--- src/rtl/uart_cmd_responder_pkg.sv ---
// Shared byte constants and FSM state encoding for the UART command responder.
package uart_cmd_responder_pkg;

  localparam logic [7:0] SOF    = 8'hAA;
  localparam logic [7:0] CMD_WR = 8'h57;
  localparam logic [7:0] CMD_RD = 8'h52;
  localparam logic [7:0] ACK    = 8'h06;
  localparam logic [7:0] NAK    = 8'h15;

  localparam int NUM_REGS = 16;

  typedef enum logic [3:0] {
    ST_IDLE,
    ST_GET_CMD,
    ST_GET_ADDR,
    ST_GET_DATA,
    ST_GET_CHK,
    ST_EXEC,
    ST_TX_LOAD,
    ST_TX_WAIT_HI,
    ST_TX_WAIT_LO
  } state_t;

endpackage

--- src/rtl/uart_cmd_timeout.sv ---
// Inter-byte timeout: reloadable down-counter that strobes expire when it runs out.
module uart_cmd_timeout #(
  parameter int unsigned TIMEOUT_CYCLES = 500000
) (
  input  logic clk,
  input  logic rst,
  input  logic load,
  input  logic run,
  output logic expire
);

  localparam int unsigned CW = (TIMEOUT_CYCLES > 2) ? $clog2(TIMEOUT_CYCLES) : 1;
  localparam logic [CW-1:0] LOAD_VAL = CW'(TIMEOUT_CYCLES - 1);

  logic [CW-1:0] cnt_q, cnt_d;

  always_comb begin
    cnt_d = cnt_q;
    if (load) begin
      cnt_d = LOAD_VAL;
    end else if (run && (cnt_q != '0)) begin
      cnt_d = cnt_q - CW'(1);
    end
  end

  always_ff @(posedge clk) begin
    if (rst) begin
      cnt_q <= '0;
    end else begin
      cnt_q <= cnt_d;
    end
  end

  // A byte arriving on the expiry cycle wins over the timeout.
  assign expire = run && !load && (cnt_q == '0);

endmodule

--- src/rtl/uart_cmd_responder.sv ---
// Byte-framed register read/write responder sitting between a UART RX and TX.
// Define UART_CMD_CHECKSUM_EN to require a checksum byte per frame and append one to reads.
module uart_cmd_responder
  import uart_cmd_responder_pkg::*;
#(
  parameter int unsigned CLK_FREQ       = 50000000,
  parameter int unsigned TIMEOUT_CYCLES = 500000
) (
  input  logic         clk,
  input  logic         rst,
  input  logic         rx_byte_ready,
  input  logic [7:0]   rx_byte,
  output logic [7:0]   tx_data_out,
  output logic         tx_start_out,
  input  logic         tx_busy_in,
  output logic [127:0] regs_flat,
  output logic         err_pulse
);

  if (CLK_FREQ == 0 || TIMEOUT_CYCLES < 2) begin : g_cfg_check
    $error("uart_cmd_responder: CLK_FREQ must be nonzero and TIMEOUT_CYCLES at least 2");
  end

`ifdef UART_CMD_CHECKSUM_EN
  localparam state_t ST_AFTER_PAYLOAD = ST_GET_CHK;
`else
  localparam state_t ST_AFTER_PAYLOAD = ST_EXEC;
`endif

  state_t          state_q, state_d;
  logic [7:0]      cmd_q, cmd_d;
  logic [7:0]      addr_q, addr_d;
  logic [7:0]      data_q, data_d;
  logic [2:0][7:0] resp_buf_q, resp_buf_d;
  logic [1:0]      resp_len_q, resp_len_d;
  logic [1:0]      resp_idx_q, resp_idx_d;

  logic       in_get, in_busy, rx_take, sof_hit, tmo_expire;
  logic       is_write, chk_ok, frame_valid, wr_en, more_resp;
  logic [7:0] rd_data;

  assign in_get   = state_q inside {ST_GET_CMD, ST_GET_ADDR, ST_GET_DATA, ST_GET_CHK};
  assign in_busy  = state_q inside {ST_EXEC, ST_TX_LOAD, ST_TX_WAIT_HI, ST_TX_WAIT_LO};
  assign rx_take  = rx_byte_ready && in_get;
  assign sof_hit  = (state_q == ST_IDLE) && rx_byte_ready && (rx_byte == SOF);
  assign is_write = (cmd_q == CMD_WR);

`ifdef UART_CMD_CHECKSUM_EN
  logic [7:0] chk_q, chk_d;
  // data_q is forced to zero for non-write frames, so reads check CMD ^ ADDR ^ 0.
  assign chk_ok = (chk_q == (cmd_q ^ addr_q ^ data_q));
`else
  assign chk_ok = 1'b1;
`endif

  assign frame_valid = (is_write || (cmd_q == CMD_RD)) && (addr_q[7:4] == 4'h0) && chk_ok;
  assign wr_en       = (state_q == ST_EXEC) && frame_valid && is_write;
  assign rd_data     = regs_flat[{addr_q[3:0], 3'b000} +: 8];
  assign more_resp   = ((resp_idx_q + 2'd1) != resp_len_q);

  uart_cmd_timeout #(
    .TIMEOUT_CYCLES(TIMEOUT_CYCLES)
  ) u_timeout (
    .clk   (clk),
    .rst   (rst),
    .load  (rx_take || sof_hit),
    .run   (in_get),
    .expire(tmo_expire)
  );

  genvar gi;
  for (gi = 0; gi < NUM_REGS; gi++) begin : g_reg
    logic [7:0] reg_q, reg_d;

    always_comb begin
      reg_d = reg_q;
      if (wr_en && (addr_q[3:0] == 4'(gi))) begin
        reg_d = data_q;
      end
    end

    always_ff @(posedge clk) begin
      if (rst) begin
        reg_q <= 8'h00;
      end else begin
        reg_q <= reg_d;
      end
    end

    assign regs_flat[8*gi +: 8] = reg_q;
  end

  always_ff @(posedge clk) begin
    if (rst) begin
      state_q <= ST_IDLE;
    end else begin
      state_q <= state_d;
    end
  end

  always_comb begin
    state_d = state_q;
    unique case (state_q)
      ST_IDLE:       if (sof_hit) state_d = ST_GET_CMD;
      ST_GET_CMD: begin
        if (rx_byte_ready)   state_d = ST_GET_ADDR;
        else if (tmo_expire) state_d = ST_IDLE;
      end
      ST_GET_ADDR: begin
        if (rx_byte_ready)   state_d = is_write ? ST_GET_DATA : ST_AFTER_PAYLOAD;
        else if (tmo_expire) state_d = ST_IDLE;
      end
      ST_GET_DATA: begin
        if (rx_byte_ready)   state_d = ST_AFTER_PAYLOAD;
        else if (tmo_expire) state_d = ST_IDLE;
      end
      ST_GET_CHK: begin
        if (rx_byte_ready)   state_d = ST_EXEC;
        else if (tmo_expire) state_d = ST_IDLE;
      end
      ST_EXEC:       state_d = ST_TX_LOAD;
      ST_TX_LOAD:    if (!tx_busy_in) state_d = ST_TX_WAIT_HI;
      ST_TX_WAIT_HI: if (tx_busy_in) state_d = ST_TX_WAIT_LO;
      ST_TX_WAIT_LO: if (!tx_busy_in) state_d = more_resp ? ST_TX_LOAD : ST_IDLE;
      default:       state_d = ST_IDLE;
    endcase
  end

  always_comb begin
    cmd_d      = cmd_q;
    addr_d     = addr_q;
    data_d     = data_q;
    resp_buf_d = resp_buf_q;
    resp_len_d = resp_len_q;
    resp_idx_d = resp_idx_q;
`ifdef UART_CMD_CHECKSUM_EN
    chk_d      = chk_q;
`endif
    if (rx_take) begin
      unique case (state_q)
        ST_GET_CMD:  cmd_d = rx_byte;
        ST_GET_ADDR: begin
          addr_d = rx_byte;
          data_d = 8'h00;
        end
        ST_GET_DATA: data_d = rx_byte;
`ifdef UART_CMD_CHECKSUM_EN
        ST_GET_CHK:  chk_d = rx_byte;
`endif
        default: ;
      endcase
    end

    if (state_q == ST_EXEC) begin
      resp_idx_d = 2'd0;
      if (!frame_valid) begin
        resp_buf_d[0] = NAK;
        resp_len_d    = 2'd1;
      end else if (is_write) begin
        resp_buf_d[0] = ACK;
        resp_len_d    = 2'd1;
      end else begin
        resp_buf_d[0] = ACK;
        resp_buf_d[1] = rd_data;
`ifdef UART_CMD_CHECKSUM_EN
        resp_buf_d[2] = rd_data ^ ACK;
        resp_len_d    = 2'd3;
`else
        resp_len_d    = 2'd2;
`endif
      end
    end

    if ((state_q == ST_TX_WAIT_LO) && !tx_busy_in && more_resp) begin
      resp_idx_d = resp_idx_q + 2'd1;
    end
  end

  always_ff @(posedge clk) begin
    if (rst) begin
      cmd_q      <= 8'h00;
      addr_q     <= 8'h00;
      data_q     <= 8'h00;
      resp_buf_q <= '0;
      resp_len_q <= 2'd0;
      resp_idx_q <= 2'd0;
`ifdef UART_CMD_CHECKSUM_EN
      chk_q      <= 8'h00;
`endif
    end else begin
      cmd_q      <= cmd_d;
      addr_q     <= addr_d;
      data_q     <= data_d;
      resp_buf_q <= resp_buf_d;
      resp_len_q <= resp_len_d;
      resp_idx_q <= resp_idx_d;
`ifdef UART_CMD_CHECKSUM_EN
      chk_q      <= chk_d;
`endif
    end
  end

  // Outputs are gated by rst so an abort takes effect in the reset cycle itself.
  always_comb begin
    tx_start_out = 1'b0;
    tx_data_out  = 8'h00;
    err_pulse    = 1'b0;
    if (!rst) begin
      if (state_q inside {ST_TX_LOAD, ST_TX_WAIT_HI, ST_TX_WAIT_LO}) begin
        tx_data_out = resp_buf_q[resp_idx_q];
      end
      tx_start_out = (state_q == ST_TX_LOAD) && !tx_busy_in;
      err_pulse    = tmo_expire
                  || (rx_byte_ready && in_busy)
                  || ((state_q == ST_EXEC) && !frame_valid);
    end
  end

endmodule
--- config.mk ---
export PLATFORM = sky130hd
export DESIGN_NAME = uart_cmd_responder
export DESIGN_NICKNAME = d
export VERILOG_FILES = /design/src/rtl/uart_cmd_responder_pkg.sv /design/src/rtl/uart_cmd_timeout.sv /design/src/rtl/uart_cmd_responder.sv
export SDC_FILE = /design/constraint.sdc
export NUM_CORES = 1
export LEC_CHECK = 0
export CAP_MARGIN = 20
export CORE_ASPECT_RATIO = 1.5
export CORE_MARGIN = 2
export CORE_UTILIZATION = 53
export DETAILED_ROUTE_END_ITERATION = 8
export GPL_ROUTABILITY_DRIVEN = 0
export PLACE_DENSITY = 0.8
export SYNTH_ARGS = -nofsm -noshare
export SYNTH_HDL_FRONTEND = slang
export SYNTH_SLANG_ARGS = --single-unit
--- constraint.sdc ---
create_clock -name clk -period 3.1 [get_ports clk]
set_input_delay 0.62 -clock clk [delete_from_list [all_inputs] [get_ports clk]]
set_output_delay 0.62 -clock clk [all_outputs]
set_load 0.1 [all_outputs]
==> results.yml <==
place:
  dp_hpwl_mm: 16.4
  placed_area_sq_mm: 0.0102
  port_buffers: 149
  dpl_worst_slack_ns: 0.138
cts:
  cts_sinks: 190
  clock-root-buffer: "clkbuf_16"
  hold_buffers: 0
  insertion_delay_ns: 0.43
  path_clk_slew_ns: 0.07
  clk_path_buf_depth: 2
  cts_tree: "yes"
  cts-buffers-inserted: 17
  htree_levels: 4
global_route:
  antenna_found_initial: 0
  grt_max_degree: 75
  grt_use_total: 0.273
  grt_pass1_wl_mm: 36.7
  grt-ovfl-total: 0
  grt_pass1_vias: 6701
sta:
  worst_slack_ns: -0.109
  setup_viol: 1
  rsz0062_at_grt: "yes"
  drv_slew: 0
  period_minus_slack_ns: 3.21
  post-route-period-util: 1.04
  fmax_mhz: 312
  relSlewSlack: 0.455
  skew_ns: 0.00698
  tightest_slew_ns: 0.817
  final_hold_viol_count: 0
  hold_ws_ns: 0.444
route:
  num_vias: 7139
  wirelength_mm: 23.5
  ant_nets: 0
  viasPerCell: 5.85
  wl_per_cell_um: 19.2
  initialDrtViolationCount: 605
  drc: 0
  drt_first_pass_iters: 6
outcome:
  outcome: "complete, but fails checks"
  violations: "negative setup slack"
layout:
  antennaDiodeCount: 0
  stdcell_area_sq_mm: 0.0108
  drive_gt1_frac: 0.259
  layout.nets: 1016
  syn_to_final_growth_pct: 24.2
  fill_cells: 1263
setup_path:
  path_max_fanout: 6
  crit_type: "flip-flop to primary output"
  worstSetupStartpointType: "flip-flop"
  worst_setup_path_end_kind: "primary output"
  required_ns: 2.48
  cp.arrival_ns: 2.59
logic_synthesis:
  ys.flop_type: "dfxtp_1"
  ys_top_cells_by_count: "190 x dfxtp_1, 165 x nor2_1, 140 x mux2i_1"
  ys_warn_count: 0
  synth_top_cell_by_area: "dfxtp_1"
  yosys.area.top_type_share: 0.437
  ys_seq_area_frac: 0.437
  synth_nets: 893
  yosys.cell_count.top_type: "dfxtp_1"
  synth.distinct_cells: 52
  synth_cells: 879
  syn_avg_cell_area_sq_um: 9.90
  synth_seq_cells: 190
  synthTopCellsByArea: "dfxtp_1 44%, mux2i_1 16%, mux4_2 8.3%"
  synth_area_sq_mm: 0.00870
  ys_async_sr_fraction: 0
  synth-edff-count: 0
power_and_ir_drop:
  cellPowerDensity_mw_per_mm2: 435
  ir_drop_v: 0.000376
  leakagePower_nw: 4.43
run:
  drv_cap: 0
floorplanning:
  start_util: 0.540
  rows: 57
  die_y_um: 161
  die_area_sq_mm: 0.0175
  die_w_um: 109
  ios: 150
  core_area_sq_mm: 0.0161
min_path:
  min_path_type: "input pin to flip-flop"
area by class of cell:
type	instances	area, sq um	share of cell area
inverters	6	22.5	0.00208
clock inverters	11	104	0.00961
flip-flops and latches	190	3810	0.352
well taps	206	258	0.0239
multi-input cells	606	4620	0.428
clock buffers	21	470	0.0435
repair buffers	181	1520	0.141
final timing paths:
kind	to	cells past startpoint	startpoint	slack, ns
max reg2reg	g_reg[11].reg_q[2]	5	addr_q[7]	0.25
max	err_pulse	5	u_timeout.cnt_q[9]	-0.11
min	resp_idx_q[0]	2	rst	0.44
min reg2reg	resp_buf_q[11]	1	resp_buf_q[11]	0.47
routing by layer:
metal	global-route usage	wire, um	vias to the layer above
li1	-	-	3385
met1	0.334	9600	3522
met2	0.466	12100	192
met3	0.0519	1060	40
met4	0.108	690	0
met5	0	0	-
per-stage QoR:
stage	power (W)	setup TNS [ns]	std cells	util
3_5_place_dp	0.00263	0	1187	0.632
3_3_place_gp	0.00263	0	1187	0.632
5_1_grt	0.00485	-0.181	1221	0.670
2_1_floorplan	0.00258	-0.953	879	-
4_1_cts	0.00473	-0.124	1219	0.669
6_report	0.00470	-0.109	1221	0.670
sequential cells by signal, summed over array words and instances (netlist names):
name,count
resp_buf_q,11
resp_len_q,2
g.reg_q,128
cmd_q,8
u_timeout.cnt_q,19
resp_idx_q,2
addr_q,8
data_q,8
state_q,4
logic make-up after synthesis:
kind of cell	share of synthesized area
AOI/OAI and AO/OA	0.0723
xor gates and xnor gates	0.0161
adders and majority gates	0.00288
buffers and inverters	0.0397
DFF	0.437
muxes	0.247
and+or+nand+nor	0.185
placed cells by master, fill, tap and decap left out, types with 4 or more instances in the layout:
| cell | count |
|---|---|
| dfxtp_1 | 187 |
| nor2_1 | 164 |
| buf_4 | 160 |
| mux2i_1 | 140 |
| nand2_1 | 47 |
| mux4_2 | 32 |
| a21oi_1 | 29 |
| a22oi_1 | 17 |
| clkbuf_16 | 17 |
| nand3_1 | 14 |
| xor2_1 | 12 |
| nor3_1 | 11 |
| buf_12 | 11 |
| clkdlybuf4s50_1 | 10 |
| a31oi_1 | 9 |
| or4_1 | 8 |
| a22o_1 | 8 |
| nand3b_1 | 7 |
| o21ai_0 | 7 |
| inv_1 | 6 |
| and3_1 | 6 |
| or3_1 | 6 |
| nor2b_1 | 5 |
| nand2b_1 | 5 |
| nor4_1 | 5 |
| nand4b_1 | 5 |
| nor4_4 | 4 |
| xnor2_1 | 4 |
| o211ai_1 | 4 |
| nand4_1 | 4 |
| nor4b_2 | 4 |
| a211oi_1 | 4 |
| inv_6 | 4 |
where the power goes:
| group | internal [W] | switching [W] | leakage [nW] |
|---|---|---|---|
| Clock | 0.00118 | 0.000951 | 0.281 |
| Sequential | 0.00244 | 0.00000311 | 1.53 |
| Combinational | 0.0000434 | 0.0000846 | 2.62 |
| Total | 0.00366 | 0.00104 | 4.43 |
timing repair:
| action | in CTS | in global routing |
|---|---|---|
| gates resized for setup | 5 | 4 |
| pin swaps | 1 | 0 |
| setup buffers | 0 | 2 |
| gates cloned | 0 | 0 |
| endpoints found under the setup margin | 5 | 9 |
worst max-delay path: stages, from the launching register on:
cell and delay (ns):
dfxtp_2 0.35, or4_4 0.57, or3_4 0.39, or4_4 0.47, a31oi_4 0.18, buf_12 0.19
Note: power is estimated with default switching activity, not from simulation.
